**src/rtl/pipelined_adder_tree.sv**
```systemverilog
// Pipelined binary adder tree: sums 2**N_STAGE operands with one register rank per
// tree level and a valid/ready handshake that lets empty stages fill while stalled.
module pipelined_adder_tree #(
  parameter int N_STAGE = 5,
  parameter int IN_W    = 2,
  parameter int SIGNED  = 0
) (
  input  logic                         clk,
  input  logic                         rst_n,
  input  logic                         flush,
  input  logic                         in_valid,
  output logic                         in_ready,
  input  logic [(2**N_STAGE)*IN_W-1:0] wx,
  output logic                         out_valid,
  input  logic                         out_ready,
  output logic [IN_W+N_STAGE-1:0]      y_out
);

  localparam int N_IN      = 2**N_STAGE;
  localparam int OUT_W     = IN_W + N_STAGE;
  localparam bit IS_SIGNED = (SIGNED != 0);

  // Level s holds N_IN>>s nodes of IN_W+s bits; all levels share one flat bus.
  function automatic int levelOff(input int s);
    int off;
    off = 0;
    for (int t = 0; t < s; t++) begin
      off += (N_IN >> t) * (IN_W + t);
    end
    return off;
  endfunction

  localparam int BUS_W = levelOff(N_STAGE) + OUT_W;

  wire  [BUS_W-1:0]   w_bus;
  logic [N_STAGE:1]   r_valid;
  logic [N_STAGE:1]   w_adv;
  logic [N_STAGE:0]   w_vchain;

  assign w_bus[N_IN*IN_W-1:0] = wx;
  assign w_vchain             = {r_valid, in_valid};

  // A stage may advance when downstream moves or any stage from here to the output is empty.
  always_comb begin
    w_adv = '0;
    for (int s = 1; s <= N_STAGE; s++) begin
      w_adv[s] = out_ready;
      for (int t = s; t <= N_STAGE; t++) begin
        if (!r_valid[t]) begin
          w_adv[s] = 1'b1;
        end
      end
    end
  end

  always_ff @(posedge clk or negedge rst_n) begin
    if (!rst_n) begin
      r_valid <= '0;
    end else if (flush) begin
      r_valid <= '0;
    end else begin
      for (int s = 1; s <= N_STAGE; s++) begin
        if (w_adv[s]) begin
          r_valid[s] <= w_vchain[s-1];
        end
      end
    end
  end

  for (genvar s = 1; s <= N_STAGE; s++) begin : g_level
    localparam int W     = IN_W + s;
    localparam int NODES = N_IN >> s;
    localparam int SRC   = levelOff(s - 1);
    localparam int DST   = levelOff(s);

    for (genvar k = 0; k < NODES; k++) begin : g_node
      logic [W-2:0] w_a;
      logic [W-2:0] w_b;
      logic [W-1:0] w_sum;
      logic [W-1:0] r_sum;

      assign w_a   = w_bus[SRC + (2*k)*(W-1) +: W-1];
      assign w_b   = w_bus[SRC + (2*k+1)*(W-1) +: W-1];
      // One guard bit per level makes overflow impossible.
      assign w_sum = {IS_SIGNED & w_a[W-2], w_a} + {IS_SIGNED & w_b[W-2], w_b};

      // Flush only kills the valid bits; the data simply holds.
      always_ff @(posedge clk or negedge rst_n) begin
        if (!rst_n) begin
          r_sum <= '0;
        end else if (w_adv[s] && !flush) begin
          r_sum <= w_sum;
        end
      end

      assign w_bus[DST + k*W +: W] = r_sum;
    end
  end

  assign in_ready  = w_adv[1];
  assign out_valid = w_vchain[N_STAGE];
  assign y_out     = w_bus[BUS_W-1 -: OUT_W];

endmodule
```
**config.mk**
```make
export PLATFORM = sky130hd
export DESIGN_NAME = pipelined_adder_tree
export DESIGN_NICKNAME = d
export VERILOG_FILES = /design/src/rtl/pipelined_adder_tree.sv
export SDC_FILE = /design/constraint.sdc
export NUM_CORES = 1
export LEC_CHECK = 0
export ABC_AREA = 1
export BUFFER_PORTS_ARGS = -buffer_cell sky130_fd_sc_hd__buf_4
export CAP_MARGIN = 20
export CORE_ASPECT_RATIO = 1.4
export CORE_MARGIN = 2
export CORE_UTILIZATION = 65
export CTS_BUF_LIST = sky130_fd_sc_hd__clkbuf_4 sky130_fd_sc_hd__clkbuf_8
export DETAILED_ROUTE_END_ITERATION = 7
export PLACE_DENSITY = 0.95
export SETUP_SLACK_MARGIN = 0.02
export SLEW_MARGIN = 20
export SYNTH_ARGS = -nofsm -noshare
export SYNTH_HDL_FRONTEND = slang
export SYNTH_SLANG_ARGS = --single-unit
```
**constraint.sdc**
```tcl
create_clock -name clk -period 3 [get_ports clk]
set_clock_uncertainty 0.05 [all_clocks]
set_input_delay 0 -clock clk [delete_from_list [all_inputs] [get_ports clk]]
set_output_delay 0 -clock clk [all_outputs]
set_load 0.01 [all_outputs]
```
==> impl_metrics.csv, run 1 <==
group,metric,value,unit
status,status,"finished, violations left",
status,failed_checks,"DRC",
global_routing,antenna_found_initial,0,
power_and_ir_drop,clkPwrFrac,26.6,%
power_and_ir_drop,p_int,0.00408,W
clock_tree,clk_latency,0.46,ns
timing,worst_pin_slew,0.891,ns
die,placement_rows,45,
timing,slew_violations,0,
layout,drive_gt1_share,13.5,%
die,coreArea,0.0109,mm^2
place,portBuffers,77,
run,maxCapViolations,0,
synth,synthCells,794,
worst_setup_path,crit_type,"flip-flop to flip-flop",
timing,hold_violations,0,
power_and_ir_drop,p_sw_share,35.7,%
power_and_ir_drop,total_power,0.00634,W
global_routing,grt_pass1_wl,34.4,mm
timing,max_clock_freq,0.467,GHz
synth,synth_fp_nets,966,
timing,setup_viol,0,
worst_setup_path,start_kind,"flip-flop",
synth,synth_area_per_cell,9.17,um^2
power_and_ir_drop,p_sw,0.00227,W
worst_hold_path,hp-class,"primary input to flip-flop",
worst_setup_path,critPathArrivalTime,2.47,ns
timing,finalSetupTns,0,ns
timing,period_needed,2.14,ns
die,fp.dieH,129,um
synth,ys_seq_elements,124,
global_routing,grt_util_all_layers,37.8,%
clock_tree,cts.reportedPaths.clkPinSlew,0.07,ns
power_and_ir_drop,p_per_area,722,mW/mm^2
clock_tree,cts_buffers,17,
layout,diodes,0,
route,totalWireLength,21.1,mm
power_and_ir_drop,peakVddDrop,0.378,mV
place,hpwl,10.7,mm
clock_tree,ctsLongestPathBuffers,2,
route,vias,6430,
layout,syn2layout_area_growth,20.8,%
timing,period_share,71.3,%
route,viasPerCell,6.04,
die,die_x,93.4,um
die,ioPinCount,78,
power_and_ir_drop,power_leakage,4.76,nW
clock_tree,tritoncts,"yes",
synth,yosysSeqAreaShare,42.6,%
power_and_ir_drop,combPwrFrac,34.8,%
layout,fin_nets,1083,
route,drt_iter0_drc,786,
synth,synth.distinct_cells,29,
place,gp_congestion,0.768,
clock_tree,cts.sinks,124,
global_routing,grt_max_degree,68,
timing,fin_ws,0.860,ns
place,pre_cts_ws,1.07,ns
clock_tree,cts-root-buf,"clkbuf_8",
worst_setup_path,end_kind,"flip-flop",
die,dieArea,0.0121,mm^2
global_routing,first_global_vias,7019,
die,start_util,67.0,%
route,drt-wirelength-per-cell,19.8,um
route,first_pass_iters,8,
synth,syn_area,0.00728,mm^2
global_routing,overflow,0,
synth,ys_warn_count,0,
timing,rsz0062_at_grt,"no",
worst_setup_path,required,3.33,ns
worst_setup_path,crit_path_max_fanout,51,
clock_tree,post_cts_resized,0,
power_and_ir_drop,p_seq_share,38.6,%
clock_tree,cts.htree.levels,4,
route,route.detailed.drc,5,
timing,slew-limit-headroom,40.4,%
route,postRouteAntennaNets,0,
## synthesized netlist by cell type
master    instances  area (um^2)
fa_1             31          621
nand3_2           1         10.0
buf_4             6         45.0
buf_6             4         45.0
nand3b_4          1         20.0
nand2_1         233          875
nand2_4           1         11.3
nand2_2           2         12.5
dfrtp_1         124         3100
nor2_1           14         52.6
inv_2             2         7.51
a21oi_1          27          135
xor2_1           17          149
and2_1            1         6.26
or2_2             2         12.5
nor2_8            1         20.0
a21o_1            8         60.1
buf_1             4         15.0
o21a_1            1         7.51
o21ai_0          51          255
o21ai_1           1         5.00
a31oi_1           3         18.8
buf_2             7         35.0
nand3b_1         33          248
inv_1           100          375
xnor2_1           2         17.5
ha_1             72          901
nand3_1          38          190
clkbuf_1          7         26.3
## final timing paths
check	from	endpoint	slack, ns	depth (start not counted)
worst max-delay path	r_valid[5]	g_level[1].g_node[3].r_sum[0]	0.86	8
min in group asynchronous	rst_n	g_level[3].g_node[3].r_sum[1]	0.13	2
worst min-delay path	wx[47]	g_level[1].g_node[11].r_sum[1]	0.002	5
worst min register to register	y_out[0]	y_out[0]	0.43	2
max in group asynchronous	rst_n	g_level[1].g_node[4].r_sum[1]	1.92	3
worst max register to register	r_valid[5]	g_level[1].g_node[3].r_sum[0]	0.86	8
## cell type report
type | count | area [um^2]
Clock buffer | 25 | 319
Clock inverter | 6 | 133
Fill cell | 509 | 2070
Inverter | 102 | 383
Multi-Input combinational cell | 540 | 3630
Sequential cell | 124 | 3100
Tap cell | 141 | 176
Timing Repair Buffer | 126 | 1050
## metrics by stage
step                std cells  hold slack (ns)  area [um^2]  utilization (%)
floorplan                 794           -0.346         7280                -
global placement          991           0.0955         7920             72.9
detailed placement        991           0.0950         7920             72.9
CTS                      1064          0.00150         8790             80.9
global route             1064           0.0267         8790             80.9
finish                   1064          0.00196         8790             80.9
## per-layer routing
layer	vias to the layer above	track usage, %	part of all wire [%]
li1	2756	-	-
met1	3029	40.4	33
met2	508	65.6	51
met3	137	9.59	9.0
met4	0	24.8	6.6
met5	-	0	0
## sequential cells by signal, indices dropped and copies added, names as in the netlist
| signal | flops |
|---|---|
| y_out | 7 |
| g_level.g_node.r_sum | 112 |
| r_valid | 5 |
## what timing repair did
action | CTS | global route
setup buffers | 0 | 0
hold buffers | 42 | 0
hold endpoints to repair | 94 | 0
## cell families after synthesis
logic type	Yosys count	synth area share, %
simple gates	327	20.0
buf+inv	130	7.55
compound gates	91	6.62
flops	124	42.6
xor+xnor	19	2.29
fa+ha+maj	103	20.9
## critical path, stage by stage (launching register included)
cell and delay, ns:
dfrtp_1 0.41, nand3b_4 0.13, nor2_8 0.14, nand3_2 0.09, buf_4 0.30, nand2_2 0.11
buf_4 0.46, nand2_1 0.19, nand2_1 0.14
## power groups by stage
stage	clock, W	sequential (W)	combinational (W)
after floorplan	0	0.00235	0.00141
after global placement	0	0.00241	0.00180
after detailed placement	0	0.00244	0.00194
after CTS	0.00165	0.00242	0.00208
after global routing	0.00176	0.00248	0.00247
final	0.00169	0.00245	0.00221
## cells in the final DEF, fill, tap and decap left out, types with 2 or more instances in the layout
cell           netlist  routed
a21o_1               8       8
ha_1                72      72
nor2_1              14      14
clkbuf_4             0       4
dlygate4sd3_1        0      42
dfrtp_1            124     124
or2_2                2       2
inv_1              100     100
nand3_1             38      38
o21ai_0             51      51
a21oi_1             27      27
nand2_1            233     233
bufinv_16            0       4
a31oi_1              3       3
xnor2_1              2       2
inv_2                2       2
nand3b_1            33      33
fa_1                31      31
buf_4                6      84
clkbuf_8             0      21
xor2_1              17      17
nand2_2              2       2
(Power assumes the default switching activity.)
==> run 2, diff against run 1 <==
--- a/config.mk
+++ b/config.mk
@@ -10,10 +10,10 @@
 export CAP_MARGIN = 20
 export CORE_ASPECT_RATIO = 1.4
 export CORE_MARGIN = 2
-export CORE_UTILIZATION = 65
+export CORE_UTILIZATION = 55
 export CTS_BUF_LIST = sky130_fd_sc_hd__clkbuf_4 sky130_fd_sc_hd__clkbuf_8
 export DETAILED_ROUTE_END_ITERATION = 7
-export PLACE_DENSITY = 0.95
+export PLACE_DENSITY = 0.9
 export SETUP_SLACK_MARGIN = 0.02
 export SLEW_MARGIN = 20
 export SYNTH_ARGS = -nofsm -noshare
==> constraint.sdc (replaced) <==
create_clock -name clk -period 1.8 [get_ports clk]
set_clock_uncertainty 0.05 [all_clocks]
set_input_delay 0 -clock clk [delete_from_list [all_inputs] [get_ports clk]]
set_output_delay 0 -clock clk [all_outputs]
set_load 0.01 [all_outputs]
==> run 2 against run 1 <==
Net effect:
- the run now ends clean
- final cell count increased by 2.8%
- die area increased by 17%
- non-clock buffer count increased by 16
- worst setup slack got worse by 0.76 ns
- power increased by 56%
- via count decreased by 9.2%
- flip-flop and latch count unchanged
- routed wire length decreased by 22%
- final area increased by 1.9%
- critical endpoint is now in_ready
- largest power group unchanged
==> impl_metrics.csv, run 2 (same netlist as run 1, synthesis figures left out) <==
group,metric,value,unit
timing,slew_violations,0,
layout,final_common_cell,"nand2_1",
worst_setup_path,required,1.75,ns
route,viasPerCell,5.34,
worst_setup_path,crit_type,"flip-flop to output pin",
power_and_ir_drop,combPwrFrac,35.1,%
timing,slew-limit-headroom,69.3,%
clock_tree,clk_latency,0.46,ns
global_routing,grt_pass1_wl,28.7,mm
route,totalWireLength,16.4,mm
power_and_ir_drop,peakVddDrop,0.580,mV
power_and_ir_drop,total_power,0.00987,W
route,drt_iter0_drc,364,
layout,largest_register_ffs,112,
global_routing,first_global_vias,6388,
place,portBuffers,77,
timing,period_needed,1.70,ns
timing,fin_ws,0.0986,ns
die,ioPinCount,78,
clock_tree,cts.reportedPaths.clkPinSlew,0.08,ns
clock_tree,cts_buffers,17,
power_and_ir_drop,p_seq_share,40.3,%
worst_setup_path,crit_family,"simple AND/OR/NAND/NOR gates",
worst_setup_path,critPathMaxStageDelay,0.40,ns
route,vias,5839,
status,status,"complete, no violations",
worst_setup_path,end_kind,"output pin",
timing,rsz0062_at_grt,"no",
die,placement_rows,49,
place,gp_congestion,0.810,
die,fp.dieH,140,um
global_routing,grt_util_all_layers,25.7,%
clock_tree,ctsLongestPathBuffers,2,
worst_setup_path,r2r_cells,6,
power_and_ir_drop,clkPwrFrac,24.6,%
power_and_ir_drop,p_sw,0.00358,W
global_routing,antenna_found_initial,0,
power_and_ir_drop,power_leakage,4.82,nW
worst_setup_path,path_depth,5,
route,first_pass_iters,5,
timing,setup_viol,0,
clock_tree,cts.htree.levels,4,
worst_setup_path,start_kind,"flip-flop",
route,postRouteAntennaNets,0,
layout,final_cell_mix,"233 x nand2_1, 124 x dfrtp_1, 100 x inv_1",
worst_setup_path,crit_path_max_fanout,26,
layout,fin_nets,1099,
run,maxCapViolations,0,
timing,max_clock_freq,0.588,GHz
worst_setup_path,path_cells,"nand3b_4 > nor2_8 > nand3_2 > buf_6 > buf_4",
timing,worst_pin_slew,0.459,ns
worst_hold_path,worstHoldPathCells,5,
worst_hold_path,hp-class,"primary input to flip-flop",
die,coreArea,0.0129,mm^2
die,start_util,56.5,%
layout,fin_util,69.6,%
worst_setup_path,cpMaxStageDelayCell,"dfrtp_1",
timing,period_share,94.5,%
power_and_ir_drop,p_int,0.00629,W
worst_setup_path,critPathArrivalTime,1.65,ns
route,route.detailed.drc,0,
global_routing,overflow,0,
timing,finalSetupTns,0,ns
worst_setup_path,crit_buf_inv,2,
route,drt-wirelength-per-cell,15.0,um
clock_tree,tritoncts,"yes",
place,pre_cts_ws,0.102,ns
clock_tree,cts-root-buf,"clkbuf_8",
die,die_x,101,um
clock_tree,cts.sinks,124,
place,hpwl,10.1,mm
die,dieArea,0.0142,mm^2
layout,regMostFlops,"g_level.g_node.r_sum",
global_routing,grt_max_degree,79,
power_and_ir_drop,p_sw_share,36.3,%
power_and_ir_drop,p_per_area,1100,mW/mm^2
timing,hold_violations,0,
layout,drive_gt1_share,14.1,%
layout,syn2layout_area_growth,23.1,%
run 2: changes by cell type in the layout (fill, tap and decap cells not counted), sizes merged, moves of 3 or more:
cell,delta
bufinv,-3
clkbuf,-6
inv,+6
dlygate4sd3,+9
clkinv,+3
buf,+7
run 2: power by group through the flow:
stage                     Sequential, W  Clock (W)  Combinational, W
after floorplan                 0.00392          0           0.00235
after global placement          0.00397          0           0.00308
after detailed placement        0.00401          0           0.00325
after CTS                       0.00397    0.00244           0.00344
after global routing            0.00407    0.00257           0.00403
final                           0.00398    0.00243           0.00346
run 2: cell type report:
cell class	count	area (um^2)
antenna	1	2.50
clock buffer	19	262
clock inverter	13	131
fill	840	3920
inverter	102	383
multi-input combinational	540	3630
sequential	124	3100
tap	153	191
timing repair buffer	142	1260
run 2: per-stage QoR:
| stage | hold WS, ns | instance area (um^2) | instances |
|---|---|---|---|
| after floorplan | -0.346 | 7280 | 794 |
| after global placement | -0.217 | 8040 | 1008 |
| after detailed placement | -0.219 | 8040 | 1008 |
| after CTS | 0.000790 | 8990 | 1096 |
| after global routing | 0.0247 | 8960 | 1093 |
| final | 0.00260 | 8960 | 1094 |
run 2: repair_timing:
item,CTS,global route
endpoints found under the hold margin,165,0
gates resized for setup,0,2
setup endpoints to repair,1,7
pin swaps,0,2
hold buffers,55,0
buffers inserted,1,1
run 2: worst reg2reg max path: stages (launching register included):
cell     delay [ns]
dfrtp_1        0.37
ha_1           0.18
inv_1          0.05
fa_1           0.40
o21ai_1        0.25
nand3_1        0.11
a21oi_1        0.15
run 2: layer usage:
metal / GRT usage (%) / routed length [um] / vias to the layer above
met2: 46.0 / 8990 / 171
met1: 28.7 / 6250 / 2817
li1: - / - / 2797
met4: 11.6 / 585 / 0
met5: 0 / 0 / -
met3: 5.69 / 622 / 54
run 2: final timing paths:
check / to / slack, ns / startpoint
worst max-delay path: in_ready / 0.1 / r_valid[5]
worst min-delay path: g_level[1].g_node[15].r_sum[2] / 0.003 / wx[61]
worst max register to register: y_out[6] / 0.17 / g_level[4].g_node[0].r_sum[0]
worst min register to register: y_out[0] / 0.43 / y_out[0]
max in group asynchronous: g_level[2].g_node[5].r_sum[1] / 1.04 / rst_n
min in group asynchronous: g_level[1].g_node[8].r_sum[1] / 0.04 / rst_n
==> run 3, diff against run 2 <==
--- a/config.mk
+++ b/config.mk
@@ -13,6 +13,7 @@
 export CORE_UTILIZATION = 55
 export CTS_BUF_LIST = sky130_fd_sc_hd__clkbuf_4 sky130_fd_sc_hd__clkbuf_8
 export DETAILED_ROUTE_END_ITERATION = 7
+export GPL_TIMING_DRIVEN = 0
 export PLACE_DENSITY = 0.9
 export SETUP_SLACK_MARGIN = 0.02
 export SLEW_MARGIN = 20
==> run 3 against run 2 <==
Net effect:
- the run now ends with hold timing left
- worst setup slack worse by 0.032 ns
- critical path type is now primary input to flip-flop
- critical path depth up 3
- via count up 8.6%
- non-clock buffer count up 17
- largest cell class unchanged
- die area unchanged
- register-to-register slack worse by 0.10 ns
- hold slack worse by 0.0040 ns
- flip-flop and latch count unchanged
- clock power up 9.1%
==> impl_metrics.csv, run 3 (same netlist as run 1, synthesis figures left out) <==
group,metric,value,unit
route,viasPerCell,5.71,
layout,diodes,0,
clock_tree,ctsLongestPathBuffers,2,
route,drt_iter0_drc,443,
global_routing,first_global_vias,6929,
run,maxCapViolations,0,
timing,worst_pin_slew,0.767,ns
worst_setup_path,crit_path_max_fanout,1,
worst_setup_path,r2r-end,"g_level[1].g_node[13].r_sum[1]",
timing,slew-limit-headroom,48.9,%
worst_hold_path,min_to,"g_level[1].g_node[2].r_sum[1]",
status,failed_checks,"hold timing",
worst_hold_path,hp-class,"primary input to flip-flop",
place,portBuffers,77,
route,vias,6342,
route,route.detailed.drc,0,
worst_setup_path,r2r_cells,6,
timing,setup_viol,0,
worst_setup_path,r2r_slack,0.07,ns
layout,layout.cells.non_filler,1110,
place,gp_congestion,0.834,
route,totalWireLength,19.8,mm
global_routing,antenna_found_initial,0,
clock_tree,tritoncts,"yes",
route,drt-wirelength-per-cell,17.8,um
global_routing,grt_util_all_layers,30.0,%
layout,fin_nets,1116,
global_routing,overflow,0,
route,first_pass_iters,5,
power_and_ir_drop,power_leakage,4.86,nW
global_routing,grt_pass1_wl,32.7,mm
worst_setup_path,crit_start,"wx[30]",
layout,regMostFlops,"g_level.g_node.r_sum",
worst_setup_path,end_kind,"flip-flop",
place,hpwl,11.6,mm
layout,largest_register_ffs,112,
die,placement_rows,49,
timing,slew_violations,0,
clock_tree,cts.reportedPaths.clkPinSlew,0.08,ns
clock_tree,cts-root-buf,"clkbuf_8",
layout,final_cell_mix,"233 x nand2_1, 124 x dfrtp_1, 99 x inv_1",
place,dp_cells,1025,
status,status,"finished, violations left",
timing,finalSetupTns,0,ns
die,start_util,56.5,%
clock_tree,cts_buffers,17,
die,coreArea,0.0129,mm^2
timing,hold_violations,1,
timing,whs,-0.00142,ns
timing,period_needed,1.73,ns
die,dieArea,0.0142,mm^2
timing,max_clock_freq,0.577,GHz
clock_tree,clk_latency,0.45,ns
worst_setup_path,regToRegStartpoint,"r_valid[5]",
worst_setup_path,crit_type,"primary input to flip-flop",
die,die_x,101,um
worst_setup_path,critPathArrivalTime,2.08,ns
layout,syn2layout_area_growth,24.4,%
die,fp.dieH,140,um
worst_setup_path,required,2.14,ns
die,ioPinCount,78,
clock_tree,cts.htree.levels,4,
clock_tree,cts.sinks,124,
layout,drive_gt1_share,14.7,%
power_and_ir_drop,peakVddDrop,0.747,mV
global_routing,grt_max_degree,79,
route,postRouteAntennaNets,0,
worst_hold_path,worstHoldPathCells,5,
power_and_ir_drop,p_per_area,1130,mW/mm^2
timing,period_share,96.3,%
worst_hold_path,holdCritStartpoint,"wx[9]",
layout,final_common_cell,"nand2_1",
timing,rsz0062_at_grt,"yes",
worst_setup_path,start_kind,"primary input",
## run 3: what timing repair did
action / in CTS / in global routing
setup endpoints to repair: 1 / 8
pin swaps: 0 / 4
hold buffers: 56 / 0
setup buffers: 0 / 1
hold endpoints to repair: 167 / 0
gates resized for setup: 4 / 3
## run 3: power breakdown
part | switching, W | total [W] | leakage [nW] | internal (W)
Sequential | 0.000504 | 0.00399 | 1.54 | 0.00349
Clock | 0.00120 | 0.00265 | 0.205 | 0.00145
Combinational | 0.00197 | 0.00358 | 3.11 | 0.00161
## run 3: cell type report
type	instances	area [um^2]
multi-input combinational	540	3640
inverter	102	383
fill	812	3820
clock inverter	13	165
tap	153	191
timing repair buffer	131	1140
sequential	124	3100
clock buffer	19	262
buffer	28	176
## run 3: worst max path at each step
stage / end / cells after the start
6_report: g_level[1].g_node[7].r_sum[2] / 8
5_1_grt: y_out[4] / 7
4_1_cts: g_level[1].g_node[11].r_sum[1] / 8
3_5_place_dp: y_out[6] / 6
3_3_place_gp: y_out[6] / 6
2_1_floorplan: y_out[4] / 7
## run 3: metrics by stage
stage,setup WS [ns],hold WS (ns),total power [W],utilization [%],instance area [um^2]
3_3_place_gp,0.153,0.168,0.00704,62.5,8050
6_report,0.0662,-0.00142,0.0102,70.3,9050
3_5_place_dp,0.124,-0.0781,0.00728,62.8,8080
2_1_floorplan,0.278,-0.346,0.00626,-,7280
5_1_grt,0.0188,0.0241,0.0110,70.3,9050
4_1_cts,0.0487,0.00287,0.0101,70.6,9080
## run 3: critical path, stage by stage
cell and delay (ns):
dlygate4sd3_1 0.54, buf_4 0.12, ha_2 0.18, inv_2 0.05, fa_1 0.34, dlygate4sd3_1 0.57
nand3b_1 0.16, nand2_1 0.10
## run 3: routing by layer
layer	global-route usage [%]	vias to the layer above	wire length, um
met5	0	-	0
met4	18.8	0	1260
met3	7.14	114	1200
met2	53.8	354	10600
met1	30.4	3052	6690
li1	-	2822	-
